### config.mk
export PLATFORM = sky130hd
export DESIGN_NAME = hi_xcorr_mode_ctrl
export DESIGN_NICKNAME = d
export VERILOG_FILES = /design/src/rtl/hi_xcorr_mode_ctrl_pkg.sv /design/src/rtl/hi_xcorr_wdog.sv /design/src/rtl/hi_xcorr_mode_ctrl.sv
export SDC_FILE = /design/constraint.sdc
export NUM_CORES = 1
export LEC_CHECK = 0
export BUFFER_PORTS_ARGS = -buffer_cell sky130_fd_sc_hd__buf_4
export CAP_MARGIN = 20
export CORE_ASPECT_RATIO = 2
export CORE_MARGIN = 1.5
export CORE_UTILIZATION = 59
export CTS_CLUSTER_SIZE = 14
export DETAILED_ROUTE_END_ITERATION = 8
export PLACE_DENSITY_LB_ADDON = 0.3
export SYNTH_ARGS = -nofsm -noshare
export SYNTH_HDL_FRONTEND = slang
export SYNTH_SLANG_ARGS = --single-unit
### constraint.sdc
create_clock -name ck_1356megb -period 4.8 [get_ports ck_1356megb]
set_clock_uncertainty 0.05 [all_clocks]
set_input_delay 0.48 -clock ck_1356megb [delete_from_list [all_inputs] [get_ports ck_1356megb]]
set_output_delay 0.48 -clock ck_1356megb [all_outputs]
set_load 0.02 [all_outputs]
### src/rtl/hi_xcorr_mode_ctrl_pkg.sv
// Shared encodings and defaults for the HF reader-side correlator mode controller.
// Holds the state encoding, cfg_mode bit positions and the default timing parameters.
package hi_xcorr_mode_ctrl_pkg;

  typedef enum logic [1:0] {
    ST_IDLE   = 2'd0,
    ST_WARM   = 2'd1,
    ST_SETTLE = 2'd2,
    ST_RUN    = 2'd3
  } state_e;

  localparam int MODE_IS_848      = 0;
  localparam int MODE_SNOOP       = 1;
  localparam int MODE_CARRIER_OFF = 2;

  localparam int DEF_SETTLE_RPTS  = 2;
  localparam int DEF_CARRIER_WAIT = 1024;
  localparam int DEF_WDOG_CYCLES  = 4095;

  // Snoop listens to someone else's field, so our own carrier stays off.
  function automatic logic carrier_for_mode(input logic [2:0] mode);
    return ~mode[MODE_CARRIER_OFF] & ~mode[MODE_SNOOP];
  endfunction

endpackage

### src/rtl/hi_xcorr_wdog.sv
// Saturating 12-bit cycle counter with clear, enable and a threshold hit flag.
// Used for both the carrier warm-up wait and the report-strobe watchdog.
module hi_xcorr_wdog (
  input  logic        i_clk,
  input  logic        i_rst_n,
  input  logic        i_clr,
  input  logic        i_en,
  input  logic [11:0] i_thresh,
  output logic        o_hit
);

  logic [11:0] r_cnt;
  logic [12:0] w_next;

  assign w_next = {1'b0, r_cnt} + 13'd1;
  // Hit on the enabled cycle that completes i_thresh counted cycles.
  assign o_hit  = i_en & (w_next >= {1'b0, i_thresh});

  // Count enabled cycles, holding at all-ones rather than wrapping
  always_ff @(negedge i_clk or negedge i_rst_n) begin
    if (!i_rst_n) begin
      r_cnt <= 12'd0;
    end else if (i_clr) begin
      r_cnt <= 12'd0;
    end else if (i_en && (r_cnt != 12'hFFF)) begin
      r_cnt <= w_next[11:0];
    end else begin
      r_cnt <= r_cnt;
    end
  end

endmodule

### src/rtl/hi_xcorr_mode_ctrl.sv
// Correlator mode sequencer: latches ARM mode requests and applies them only on report
// boundaries, mutes SSP while the correlator settles, and flags a stalled report stream.
module hi_xcorr_mode_ctrl
  import hi_xcorr_mode_ctrl_pkg::*;
#(
  parameter int SETTLE_RPTS  = DEF_SETTLE_RPTS,
  parameter int CARRIER_WAIT = DEF_CARRIER_WAIT,
  parameter int WDOG_CYCLES  = DEF_WDOG_CYCLES
) (
  input  logic       ck_1356megb,
  input  logic       reset_n,
  input  logic       cfg_valid,
  input  logic [2:0] cfg_mode,
  output logic       cfg_ready,
  input  logic       rpt_strobe,
  output logic       xcorr_is_848,
  output logic       snoop,
  output logic       carrier_en,
  output logic       ssp_mute,
  output logic       stall,
  output logic [1:0] state_o
);

  localparam logic [3:0]  SETTLE_LOAD = 4'(SETTLE_RPTS);
  localparam logic [11:0] CARRIER_THR = 12'(CARRIER_WAIT);
  localparam logic [11:0] WDOG_THR    = 12'(WDOG_CYCLES);

  state_e      r_state;
  logic        r_pend_valid;
  logic [2:0]  r_pend_mode;
  logic [3:0]  r_settle_cnt;
  logic        r_is_848;
  logic        r_snoop;
  logic        r_carrier_en;
  logic        r_ssp_mute;
  logic        r_stall;
  logic        r_cfg_ready;

  logic        w_accept;
  logic        w_run_apply;
  logic        w_cnt_en;
  logic        w_cnt_clr;
  logic        w_cnt_hit;
  logic [11:0] w_cnt_thr;

  assign w_accept    = cfg_valid & r_cfg_ready;
  assign w_run_apply = rpt_strobe & r_pend_valid;
  assign w_cnt_clr   = ~w_cnt_en;

  // Counter runs through carrier warm-up and between report strobes in RUN
  always_comb begin
    w_cnt_en  = 1'b0;
    w_cnt_thr = WDOG_THR;
    case (r_state)
      ST_WARM: begin
        w_cnt_en  = ~r_snoop;
        w_cnt_thr = CARRIER_THR;
      end
      ST_RUN: begin
        w_cnt_en  = ~rpt_strobe;
        w_cnt_thr = WDOG_THR;
      end
      default: begin
        w_cnt_en  = 1'b0;
        w_cnt_thr = WDOG_THR;
      end
    endcase
  end

  hi_xcorr_wdog u_wdog (
    .i_clk    (ck_1356megb),
    .i_rst_n  (reset_n),
    .i_clr    (w_cnt_clr),
    .i_en     (w_cnt_en),
    .i_thresh (w_cnt_thr),
    .o_hit    (w_cnt_hit)
  );

  // Mode sequencer with pending-request register and registered outputs
  always_ff @(negedge ck_1356megb or negedge reset_n) begin
    if (!reset_n) begin
      r_state      <= ST_IDLE;
      r_pend_valid <= 1'b0;
      r_pend_mode  <= 3'd0;
      r_settle_cnt <= 4'd0;
      r_is_848     <= 1'b0;
      r_snoop      <= 1'b0;
      r_carrier_en <= 1'b0;
      r_ssp_mute   <= 1'b1;
      r_stall      <= 1'b0;
      r_cfg_ready  <= 1'b1;
    end else begin
      // Outside IDLE a request waits for a report boundary.
      if (w_accept && (r_state != ST_IDLE)) begin
        r_pend_valid <= 1'b1;
        r_pend_mode  <= cfg_mode;
        r_cfg_ready  <= 1'b0;
      end
      case (r_state)
        ST_IDLE: begin
          r_ssp_mute <= 1'b1;
          if (w_accept) begin
            r_is_848     <= cfg_mode[MODE_IS_848];
            r_snoop      <= cfg_mode[MODE_SNOOP];
            r_carrier_en <= carrier_for_mode(cfg_mode);
            r_state      <= cfg_mode[MODE_CARRIER_OFF] ? ST_IDLE : ST_WARM;
          end
        end
        ST_WARM: begin
          if (r_snoop || w_cnt_hit) begin
            r_state      <= ST_SETTLE;
            r_settle_cnt <= SETTLE_LOAD;
          end
        end
        ST_SETTLE: begin
          if (rpt_strobe) begin
            if (r_settle_cnt <= 4'd1) begin
              r_settle_cnt <= 4'd0;
              r_state      <= ST_RUN;
              r_ssp_mute   <= 1'b0;
            end else begin
              r_settle_cnt <= r_settle_cnt - 4'd1;
            end
          end
        end
        ST_RUN: begin
          if (w_run_apply) begin
            r_is_848     <= r_pend_mode[MODE_IS_848];
            r_snoop      <= r_pend_mode[MODE_SNOOP];
            r_carrier_en <= carrier_for_mode(r_pend_mode);
            r_pend_valid <= 1'b0;
            r_cfg_ready  <= 1'b1;
            r_ssp_mute   <= 1'b1;
            r_settle_cnt <= SETTLE_LOAD;
            r_state      <= r_pend_mode[MODE_CARRIER_OFF] ? ST_IDLE : ST_SETTLE;
          end else if (w_cnt_hit) begin
            r_stall      <= 1'b1;
            r_ssp_mute   <= 1'b1;
            r_settle_cnt <= SETTLE_LOAD;
            r_state      <= ST_SETTLE;
          end
        end
        default: begin
          r_state <= ST_IDLE;
        end
      endcase
    end
  end

  assign cfg_ready    = r_cfg_ready;
  assign xcorr_is_848 = r_is_848;
  assign snoop        = r_snoop;
  assign carrier_en   = r_carrier_en;
  assign ssp_mute     = r_ssp_mute;
  assign stall        = r_stall;
  assign state_o      = r_state;

endmodule

# Word level (Yosys, flattened, before mapping)
# Cells that the tools add are included.
[classes] addsub=2 n_lt_le_gt_ge=2 n_eq_ne=11 mux=39 bitwise_logic=12 reduce_logical=13
[op_table] cell="$mux 12" count=3
[op_table] cell="$mux 4" count=5
[op_table] cell="$mux 1" count=17
[op_table] cell="$mux 2" count=7
[op_table] cell="$add 12x1->13 const B" count=1
[op_table] cell="$ge 13x12->1" count=1
[op_table] cell="$ne 12x12->1 const B" count=1
[op_table] cell="$ne 2x2->1 const B" count=6
[op_table] cell="$pmux 4 s3" count=1
[op_table] cell="$pmux 1 s2" count=4
[op_table] cell="$pmux 2 s4" count=1
[op_table] cell="$reduce_and 4->1" count=2
[op_table] cell="$not 1->1" count=7
[op_table] cell="$reduce_and 3->1" count=2
[op_table] cell="$reduce_bool 3->1" count=2
[op_table] cell="$and 1x1->1" count=5
[op_table] cell="$reduce_and 5->1" count=1
[op_table] cell="$eq 2x2->1 const B" count=2
[op_table] cell="$le 4x1->1 const B" count=1
[op_table] cell="$reduce_bool 2->1" count=2
[op_table] cell="$sub 4x1->4 const B" count=1
[op_table] cell="$ne 3x3->1 const B" count=1
[op_table] cell="$pmux 1 s3" count=1
[op_table] cell="$eq 2x1->1 const B" count=1
[op_table] cell="3 further kinds" count=4
[word_totals] register_bits=28 in_bits=7

# Longest topological paths before layout
# Gate-level depths: netlist of the first run.
[depth] depth_word=7 ltp_mapped=15

# By module
# A second synthesis of the first run with hierarchy kept.
[unflattened] hier_cells=215 area_unflattened_um2=1948.1
[modules_own_cells] mod="hi_xcorr_wdog" n_inst=1 cells_per_inst=121 area_per_inst_um2=1038.5 seq_area_each_um2=300.3
[modules_own_cells] mod="hi_xcorr_mode_ctrl" n_inst=1 cells_per_inst=94 area_per_inst_um2=909.6 seq_area_each_um2=402.9

==> results of run 1 <==
[registers in the layout, summed over array words and instances, names as in the netlist]
signal        flops
carrier_en        1
cfg_ready         1
r_pend_mode       3
r_pend_valid      1
r_settle_cnt      4
snoop             1
ssp_mute          1
stall             1
state_o           2
u_wdog.r_cnt     12
xcorr_is_848      1
[logic make-up (layout without fill, tap and decap cells)]
| kind of cell | after synthesis | in the layout | synth area share, % |
|---|---|---|---|
| buf+inv | 20 | 34 | 4.82 |
| mux | 9 | 9 | 5.55 |
| xor+xnor | 11 | 11 | 6.15 |
| fa+ha+maj | 14 | 14 | 9.36 |
| compound gates | 51 | 51 | 17.9 |
| flops | 28 | 28 | 37.6 |
| simple gates | 63 | 63 | 18.6 |
[tightest hold or removal path, stage by stage, from the launching register on]
cell                      delay [ns]
sky130_fd_sc_hd__dfrtn_1        0.43
sky130_fd_sc_hd__inv_1          0.05
sky130_fd_sc_hd__o31ai_1        0.06
[routing by layer]
layer,share of wire [%],vias to the layer above,global-route usage [%]
met4,2.0,0,11.6
met3,2.6,8,2.17
met2,60,34,49.8
met5,0,-,0
met1,35,708,23.8
li1,-,725,-
[cell type report]
type	count	area [um2]	share of cell area [%]
Clock buffer	3	41.3	2.01
Inverter	14	52.6	2.56
Tap cell	30	37.5	1.83
Multi-Input combinational cell	148	1080	52.4
Clock inverter	3	37.5	1.83
Sequential cell	28	703	34.2
Timing Repair Buffer	14	105	5.12
[power by group]
group | internal, uW | leakage, uW | switching, uW
combinational | 220 | 0.000637 | 265
clock | 114 | 0.0000464 | 78.5
sequential | 313 | 0.000353 | 84.0
total | 647 | 0.00104 | 427
[per-stage QoR]
stage	power (uW)	utilization, %	instance area [um2]	setup slack, ns	hold WS [ns]
after global placement	857	66.5	1980	0.567	0.376
after global routing	1160	69.0	2050	0.631	0.426
after floorplan	751	-	1870	0.734	0.383
after detailed placement	893	66.5	1980	0.540	0.398
after CTS	1080	69.0	2050	0.700	0.399
final	1070	69.0	2050	0.691	0.398
[cell usage in the layout (no fill, tap or decap), types with 4 or more instances in the layout]
cell,instances
sky130_fd_sc_hd__mux2i_1,4
sky130_fd_sc_hd__nand3_1,7
sky130_fd_sc_hd__dfrtn_1,26
sky130_fd_sc_hd__nor2_1,13
sky130_fd_sc_hd__inv_1,16
sky130_fd_sc_hd__a31oi_1,6
sky130_fd_sc_hd__buf_4,14
sky130_fd_sc_hd__nand2_1,10
sky130_fd_sc_hd__o21ai_0,11
sky130_fd_sc_hd__ha_1,14
sky130_fd_sc_hd__xnor2_1,7
sky130_fd_sc_hd__nand2b_1,5
sky130_fd_sc_hd__a21oi_1,18
sky130_fd_sc_hd__and2_1,4
[worst max-delay path by stage]
stage / to / depth (start not counted)
after floorplan: r_settle_cnt[0]$_DFFE_NN0P_ / 4
after global placement: r_settle_cnt[1]$_DFFE_NN0P_ / 5
after detailed placement: r_settle_cnt[0]$_DFFE_NN0P_ / 5
after CTS: state_o[0] / 1
after global routing: state_o[0] / 1
final: state_o[0] / 1
==> results.toml, run 1 <==
[yosys]
largest_area_contributor_in_the_netlist = "sky130_fd_sc_hd__dfrtn_1"
synthArstFlopShare_pct = 100
synth_nets = 217
post_synth_instance_area_um2 = 1870
yosys_warnings = 0
yosys.cell_count.top_type = "sky130_fd_sc_hd__dfrtn_1"
synth_top_area_share_pct = 34.8
syn-mean-instance-area_um2 = 9.54
most_used_flip_flop_cell_after_synthesis = "sky130_fd_sc_hd__dfrtn_1"
post_synth_most_frequent_cells = "26 x sky130_fd_sc_hd__dfrtn_1, 18 x sky130_fd_sc_hd__a21oi_1, 15 x sky130_fd_sc_hd__inv_1, 14 x sky130_fd_sc_hd__ha_1, 13 x sky130_fd_sc_hd__nor2_1"
synth_area_leaders = "sky130_fd_sc_hd__dfrtn_1 35%, sky130_fd_sc_hd__ha_1 9.4%, sky130_fd_sc_hd__a21oi_1 4.8%"
synth_seq_cells = 28
seq_area_frac_synth_pct = 37.6
edff_count_synth = 0
syn_inst = 196
synth.distinct_cells = 46

[layout]
flow.area_growth_from_synthesis_pct = 9.83
final_net_count = 232
filler_cells = 255
fin_cells = 240
antenna_diode_count = 0
drive_above_1_share_pct = 17.1

[clocking]
clock_sink_count = 28
ctsHoldBuffers = 0
htree_levels = 1
cts_inserted_buffers = 3
post_cts.repair.setup_buffers = 0
worstSkewPairLatency_ns = 0.34
clock_tree.root_cell = "sky130_fd_sc_hd__clkbuf_8"
clk_pin_slew_ns = 0.07
clock_tree_from_tritoncts = "done"
buffer_depth_of_the_longest_clock_path = 2
cells_resized_by_post_cts_repair = 0

[floorplan]
core.rowCount = 28
die_w_um = 42.8
initial_utilization_pct = 62.8
die_outline_height_um = 82.6
die_area_um2 = 3540
core_region_area_um2 = 2980
num_io_pins = 15

[detailed_routing]
ant_nets = 0
residual_drc_count = 0
totalWireLength_mm = 3.84
post_drt_via_cell_ratio = 6.15
wl_per_cell_um = 16.0
initialDrtViolationCount = 23
drt-pass1-iter-count = 4
dr_total_vias = 1475

[place]
post-place-cells = 235
gp_congestion = 0.835
detailed_place_hpwl_mm = 3.03
port_buffers = 14

[timing]
total_setup_violations_reported_at_the_end_of_the_flow = 0
setup_total_negative_slack_ns = 0
final_max_slew_viol_count = 0
worstMarginPinSlew_ns = 0.468
rsz0062_at_grt = "no"
slew_headroom_pct = 68.5
final-hold-violation-count = 0

[worst_setup_path]
critical_path_launch_point = "state_o[0]$_DFFE_NN0P_"
cp_data_required_time_ns = 4.27
critPathSlowestCell = "sky130_fd_sc_hd__dfrtn_1"
crit_arrival_ns = 3.58
timing.critical_path.buf_inv = 1
worst-r2r-setup-slack_ns = 1.24
critical_path_class = "flip-flop to primary output"
critPathMaxFanout = 15
critical_path_cell_by_cell = "buf_4"
rr_endpoint = "r_settle_cnt[1]$_DFFE_NN0P_"
crit_path_start_kind = "flip-flop"
path_delay_family = "flip-flops"
worstSetupEndpointType = "primary output"
critPathMaxStageDelay_ns = 0.67
rr_startpoint = "u_wdog.r_cnt[0]$_DFFE_NN0P_"
r2r_cells = 13

[global_route]
grt_antenna_before_repair = 0
first_global_vias = 1534
grt_pass1_wl_mm = 6.62
globalRouteTotalUtil_pct = 24.7
grt_overflow_total = 0
grt_max_degree = 29

[power]
power_per_unit_of_standard_cell_area_nw_per_um2 = 523
cellLeakagePower_uw = 0.00104
ir_worst_vdd_mv = 0.460

[hold_path]
worstHoldStart = "stall$_DFFE_NN0P_"
timing.hold.worst.class = "flip-flop to flip-flop"
whs_endpoint = "stall$_DFFE_NN0P_"
min_delay_path_depth = 2

[outcome]
outcome = "complete, no violations"

[job]
timing.max_cap.violations = 0
Power figures use the tool's default switching activity.
==> inputs of run 2 (changes only) <==
- CORE_ASPECT_RATIO: 2 -> 1.2
==> run 2 against run 1 <==
Highest routed layer unchanged. Largest power group unchanged. Clock-buffer cell count did not move. Utilization fell by 2.1 points. Setup slack got worse by 0.060 ns. Via count rose by 0.14%. Worst hold slack got worse by 0.024 ns.
==> results.toml, run 2 (same netlist as run 1, synthesis figures left out) <==
[detailed_routing]
residual_drc_count = 0
totalWireLength_mm = 3.69
dr_total_vias = 1477
drt-pass1-iter-count = 4
initialDrtViolationCount = 40
wl_per_cell_um = 15.0
ant_nets = 0
post_drt_via_cell_ratio = 6.00

[power]
power_per_unit_of_standard_cell_area_nw_per_um2 = 512
ir_worst_vdd_mv = 0.384
cellLeakagePower_uw = 0.00103

[global_route]
first_global_vias = 1549
grt_overflow_total = 0
globalRouteTotalUtil_pct = 24.5
grt_max_degree = 29
grt_antenna_before_repair = 0
grt_pass1_wl_mm = 6.37

[floorplan]
core.rowCount = 22
core_region_area_um2 = 3060
die_area_um2 = 3520
die_outline_height_um = 64.7
die_w_um = 54.4
initial_utilization_pct = 61.2
num_io_pins = 15

[layout]
flow.area_growth_from_synthesis_pct = 9.23
most_frequent_cells_in_the_layout = "26 x sky130_fd_sc_hd__dfrtn_1, 18 x sky130_fd_sc_hd__a21oi_1, 16 x sky130_fd_sc_hd__inv_1"
final_net_count = 232
largest_register_ff_count = 12
largest_registers = "u_wdog.r_cnt (12), r_settle_cnt (4), r_pend_mode (3)"
antenna_diode_count = 0
filler_cells = 250
drive_above_1_share_pct = 17.1
largest-register = "u_wdog.r_cnt"
most_frequent_standard_cell_in_the_layout_excluding_fill_and_tap_cells = "sky130_fd_sc_hd__dfrtn_1"

[timing]
rsz0062_at_grt = "no"
slew_headroom_pct = 69.1
worstMarginPinSlew_ns = 0.462
final-hold-violation-count = 0
setup_total_negative_slack_ns = 0
timing.hold.ws_ns = 0.374
setup_ws_ns = 0.631
total_setup_violations_reported_at_the_end_of_the_flow = 0
final_max_slew_viol_count = 0

[outcome]
outcome = "complete, no violations"

[job]
timing.max_cap.violations = 0

[clocking]
clock_tree.root_cell = "sky130_fd_sc_hd__clkbuf_4"
htree_levels = 1
cts_inserted_buffers = 3
clock_tree_from_tritoncts = "done"
clock_sink_count = 28
ctsHoldBuffers = 0
cells_resized_by_post_cts_repair = 0
clk_pin_slew_ns = 0.10
worstSkewPairLatency_ns = 0.39
buffer_depth_of_the_longest_clock_path = 2
post_cts.repair.setup_buffers = 0

[worst_setup_path]
critPathMaxFanout = 15
crit_arrival_ns = 3.64
critical_path_class = "flip-flop to primary output"
critical_path_cell_by_cell = "buf_4"
worstSetupEndpointType = "primary output"
cp_data_required_time_ns = 4.27
critPathMaxStageDelay_ns = 0.69
critPathSlowestCell = "sky130_fd_sc_hd__dfrtn_1"
crit_path_start_kind = "flip-flop"
timing.critical_path.buf_inv = 1
path_delay_family = "flip-flops"

[place]
gp_congestion = 0.886
port_buffers = 14
detailed_place_hpwl_mm = 2.85
preCtsSetupSlack_ns = 0.539

[hold_path]
timing.hold.worst.class = "flip-flop to flip-flop"
[run 2: cell counts in the layout (fill, tap and decap cells not counted)]
No cell type changed its count.
[run 2: power breakdown]
| group | total, uW | switching, uW | internal (uW) |
|---|---|---|---|
| Combinational | 485 | 266 | 219 |
| Clock | 164 | 77.5 | 86.7 |
| Sequential | 396 | 83.0 | 313 |
[run 2: metal layers]
metal | track usage, % | wire length (um) | vias to the layer above
li1 | - | - | 726
met1 | 27.0 | 1520 | 716
met2 | 45.6 | 2030 | 28
met3 | 2.30 | 97 | 7
met4 | 9.69 | 51 | 0
met5 | 0 | 0 | -
[run 2: final cells by class]
cell class              instances  area [um2]  area share, %
clock buffers                   3        22.5           1.10
clock inverters                 3        37.5           1.84
inverters                      14        52.6           2.57
multi-input cells             148        1080           52.7
flip-flops and latches         28         703           34.4
well taps                      36        45.0           2.20
repair buffers                 14         105           5.14
[run 2: final timing paths]
| path | end | cells past startpoint | from | slack (ns) |
|---|---|---|---|---|
| hold / removal | stall$_DFFE_NN0P_ | 2 | stall$_DFFE_NN0P_ | 0.37 |
| max in group asynchronous | ssp_mute$_DFFE_NN1P_ | 1 | reset_n | 2.05 |
| setup reg to reg | r_settle_cnt[0]$_DFFE_NN0P_ | 13 | u_wdog.r_cnt[0]$_DFFE_NN0P_ | 1.24 |
| hold reg to reg | stall$_DFFE_NN0P_ | 2 | stall$_DFFE_NN0P_ | 0.37 |
| setup / recovery | state_o[0] | 1 | state_o[0]$_DFFE_NN0P_ | 0.63 |
| min in group asynchronous | r_settle_cnt[0]$_DFFE_NN0P_ | 1 | reset_n | 2.28 |
[run 2: worst min-delay path, delay by kind of cell, from the launching register on]
family | cells | cell delay, ns
DFF | 1 | 0.43
buffers and inverters | 1 | 0.05
AOI/OAI and AO/OA | 1 | 0.05
[run 2: metrics by stage]
step	utilization [%]	power, uW	cells	cell area [um2]
3_5_place_dp	65.0	886	241	1990
2_1_floorplan	-	751	196	1870
4_1_cts	66.9	1050	246	2040
6_report	66.9	1050	246	2040
5_1_grt	66.9	1120	246	2040
3_3_place_gp	65.0	858	241	1990
==> inputs of run 3 (changes only) <==
- CELL_PAD_IN_SITES_DETAIL_PLACEMENT: default -> 1
- CELL_PAD_IN_SITES_GLOBAL_PLACEMENT: default -> 1
- CORE_UTILIZATION: 59 -> 46
- HOLD_SLACK_MARGIN: default -> 0.1
==> run 3 against run 2 <==
Non-clock buffer count unchanged. Final cell count is 7.3% higher. Largest cell class unchanged. Clock-buffer cell count unchanged. Sequential cell count unchanged. Design area grew 2.0%.
==> results.toml, run 3 (same netlist as run 1, synthesis figures left out) <==
[outcome]
outcome = "complete, no violations"

[place]
gp_congestion = 0.842
detailed_place_hpwl_mm = 3.42
port_buffers = 14

[global_route]
grt_pass1_wl_mm = 7.51
first_global_vias = 1619
globalRouteTotalUtil_pct = 22.4
grt_overflow_total = 0
grt_max_degree = 29
grt_antenna_before_repair = 0

[layout]
final_net_count = 232
flow.area_growth_from_synthesis_pct = 11.4
drive_above_1_share_pct = 17.1
largest-register = "u_wdog.r_cnt"
antenna_diode_count = 0
largest_register_ff_count = 12
most_frequent_cells_in_the_layout = "26 x sky130_fd_sc_hd__dfrtn_1, 18 x sky130_fd_sc_hd__a21oi_1, 16 x sky130_fd_sc_hd__inv_1"
most_frequent_standard_cell_in_the_layout_excluding_fill_and_tap_cells = "sky130_fd_sc_hd__dfrtn_1"
largest_registers = "u_wdog.r_cnt (12), r_settle_cnt (4), r_pend_mode (3)"

[clocking]
clk_pin_slew_ns = 0.07
ctsHoldBuffers = 0
worstSkewPairLatency_ns = 0.34
post_cts.repair.setup_buffers = 0
clock_sink_count = 28
buffer_depth_of_the_longest_clock_path = 2
cells_resized_by_post_cts_repair = 0
clock_tree.root_cell = "sky130_fd_sc_hd__clkbuf_8"
htree_levels = 1
clock_tree_from_tritoncts = "done"
cts_inserted_buffers = 3

[floorplan]
core_region_area_um2 = 3910
initial_utilization_pct = 47.8
num_io_pins = 15
die_area_um2 = 4460
die_outline_height_um = 72.9
die_w_um = 61.2
core.rowCount = 25

[timing]
setup_total_negative_slack_ns = 0
worstMarginPinSlew_ns = 0.488
final_max_slew_viol_count = 0
total_setup_violations_reported_at_the_end_of_the_flow = 0
final-hold-violation-count = 0
slew_headroom_pct = 67.2
rsz0062_at_grt = "no"
timing.hold.ws_ns = 0.393

[detailed_routing]
wl_per_cell_um = 16.6
ant_nets = 0
post_drt_via_cell_ratio = 5.61
routedLengthMet1_mm = 1.78
highest_layer = "met4"
initialDrtViolationCount = 44
drt-pass1-iter-count = 4
dr_total_vias = 1482
met3WireLength_um = 68
met2_length_mm = 2.47
totalWireLength_mm = 4.39
residual_drc_count = 0

[worst_setup_path]
critPathMaxStageDelay_ns = 0.68
crit_arrival_ns = 3.59
critical_path_cell_by_cell = "buf_4"
critical_path_class = "flip-flop to primary output"
cp_data_required_time_ns = 4.27
crit_path_start_kind = "flip-flop"
timing.critical_path.buf_inv = 1
path_delay_family = "flip-flops"
worstSetupEndpointType = "primary output"
critPathSlowestCell = "sky130_fd_sc_hd__dfrtn_1"
critPathMaxFanout = 15

[power]
swShare_pct = 40.6
ir_worst_vdd_mv = 0.278
p_clk_share_pct = 18.0
net-switching-power_uw = 443
power.share.sequential_pct = 36.8
p_comb_share_pct = 45.2
power_report.internal_total_uw = 647
cellLeakagePower_uw = 0.00104
power_per_unit_of_standard_cell_area_nw_per_um2 = 523

[job]
timing.max_cap.violations = 0

[hold_path]
timing.hold.worst.class = "flip-flop to flip-flop"
run 3: stage by stage:
stage | setup WS [ns] | utilization, % | instances | instance area [um2] | power [uW]
after floorplan | 0.734 | - | 196 | 1870 | 751
after global placement | 0.566 | 51.4 | 259 | 2010 | 867
after detailed placement | 0.501 | 51.4 | 259 | 2010 | 906
after CTS | 0.671 | 53.3 | 264 | 2080 | 1100
after global routing | 0.604 | 53.3 | 264 | 2080 | 1170
final | 0.677 | 53.3 | 264 | 2080 | 1090
run 3: path summary, 6_finish.rpt:
path	from	cells after the start	endpoint	slack, ns
setup / recovery	state_o[0]$_DFFE_NN0P_	1	state_o[0]	0.68
hold / removal	xcorr_is_848$_DFFE_NN0P_	2	xcorr_is_848$_DFFE_NN0P_	0.39
setup reg to reg	u_wdog.r_cnt[0]$_DFFE_NN0P_	13	r_settle_cnt[0]$_DFFE_NN0P_	1.15
hold reg to reg	xcorr_is_848$_DFFE_NN0P_	2	xcorr_is_848$_DFFE_NN0P_	0.39
max in group asynchronous	reset_n	1	cfg_ready$_DFF_NN1_	1.97
min in group asynchronous	reset_n	1	r_settle_cnt[1]$_DFFE_NN0P_	2.34
run 3: worst reg2reg max path, delay by kind of cell, from the launching register on:
kind	cells	cell delay [ns]
compound gates	3	0.95
xor+xnor	1	0.22
fa+ha+maj	2	0.60
buf+inv	1	0.07
flops	1	0.42
mux	1	0.29
simple gates	5	0.89
run 3: power by group through the flow:
stage	clock network (uW)	logic, uW	registers, uW
after global placement	3.91	467	397
after global routing	207	555	411
final	196	493	401
after floorplan	3.91	347	400
after detailed placement	3.91	498	403
after CTS	199	500	400
run 3: routing by layer:
| metal | track usage [%] | vias to the layer above |
|---|---|---|
| met5 | 0 | - |
| met4 | 7.97 | 0 |
| met3 | 2.13 | 7 |
| met2 | 40.2 | 16 |
| met1 | 27.1 | 739 |
| li1 | - | 720 |
run 3: area by class of cell:
| class | instances | area, um2 |
|---|---|---|
| clock inverter | 3 | 37.5 |
| fill | 454 | 1830 |
| inverter | 14 | 52.6 |
| sequential | 28 | 703 |
| timing repair buffer | 14 | 105 |
| multi-input combinational | 148 | 1080 |
| tap | 54 | 67.6 |
| clock buffer | 3 | 41.3 |
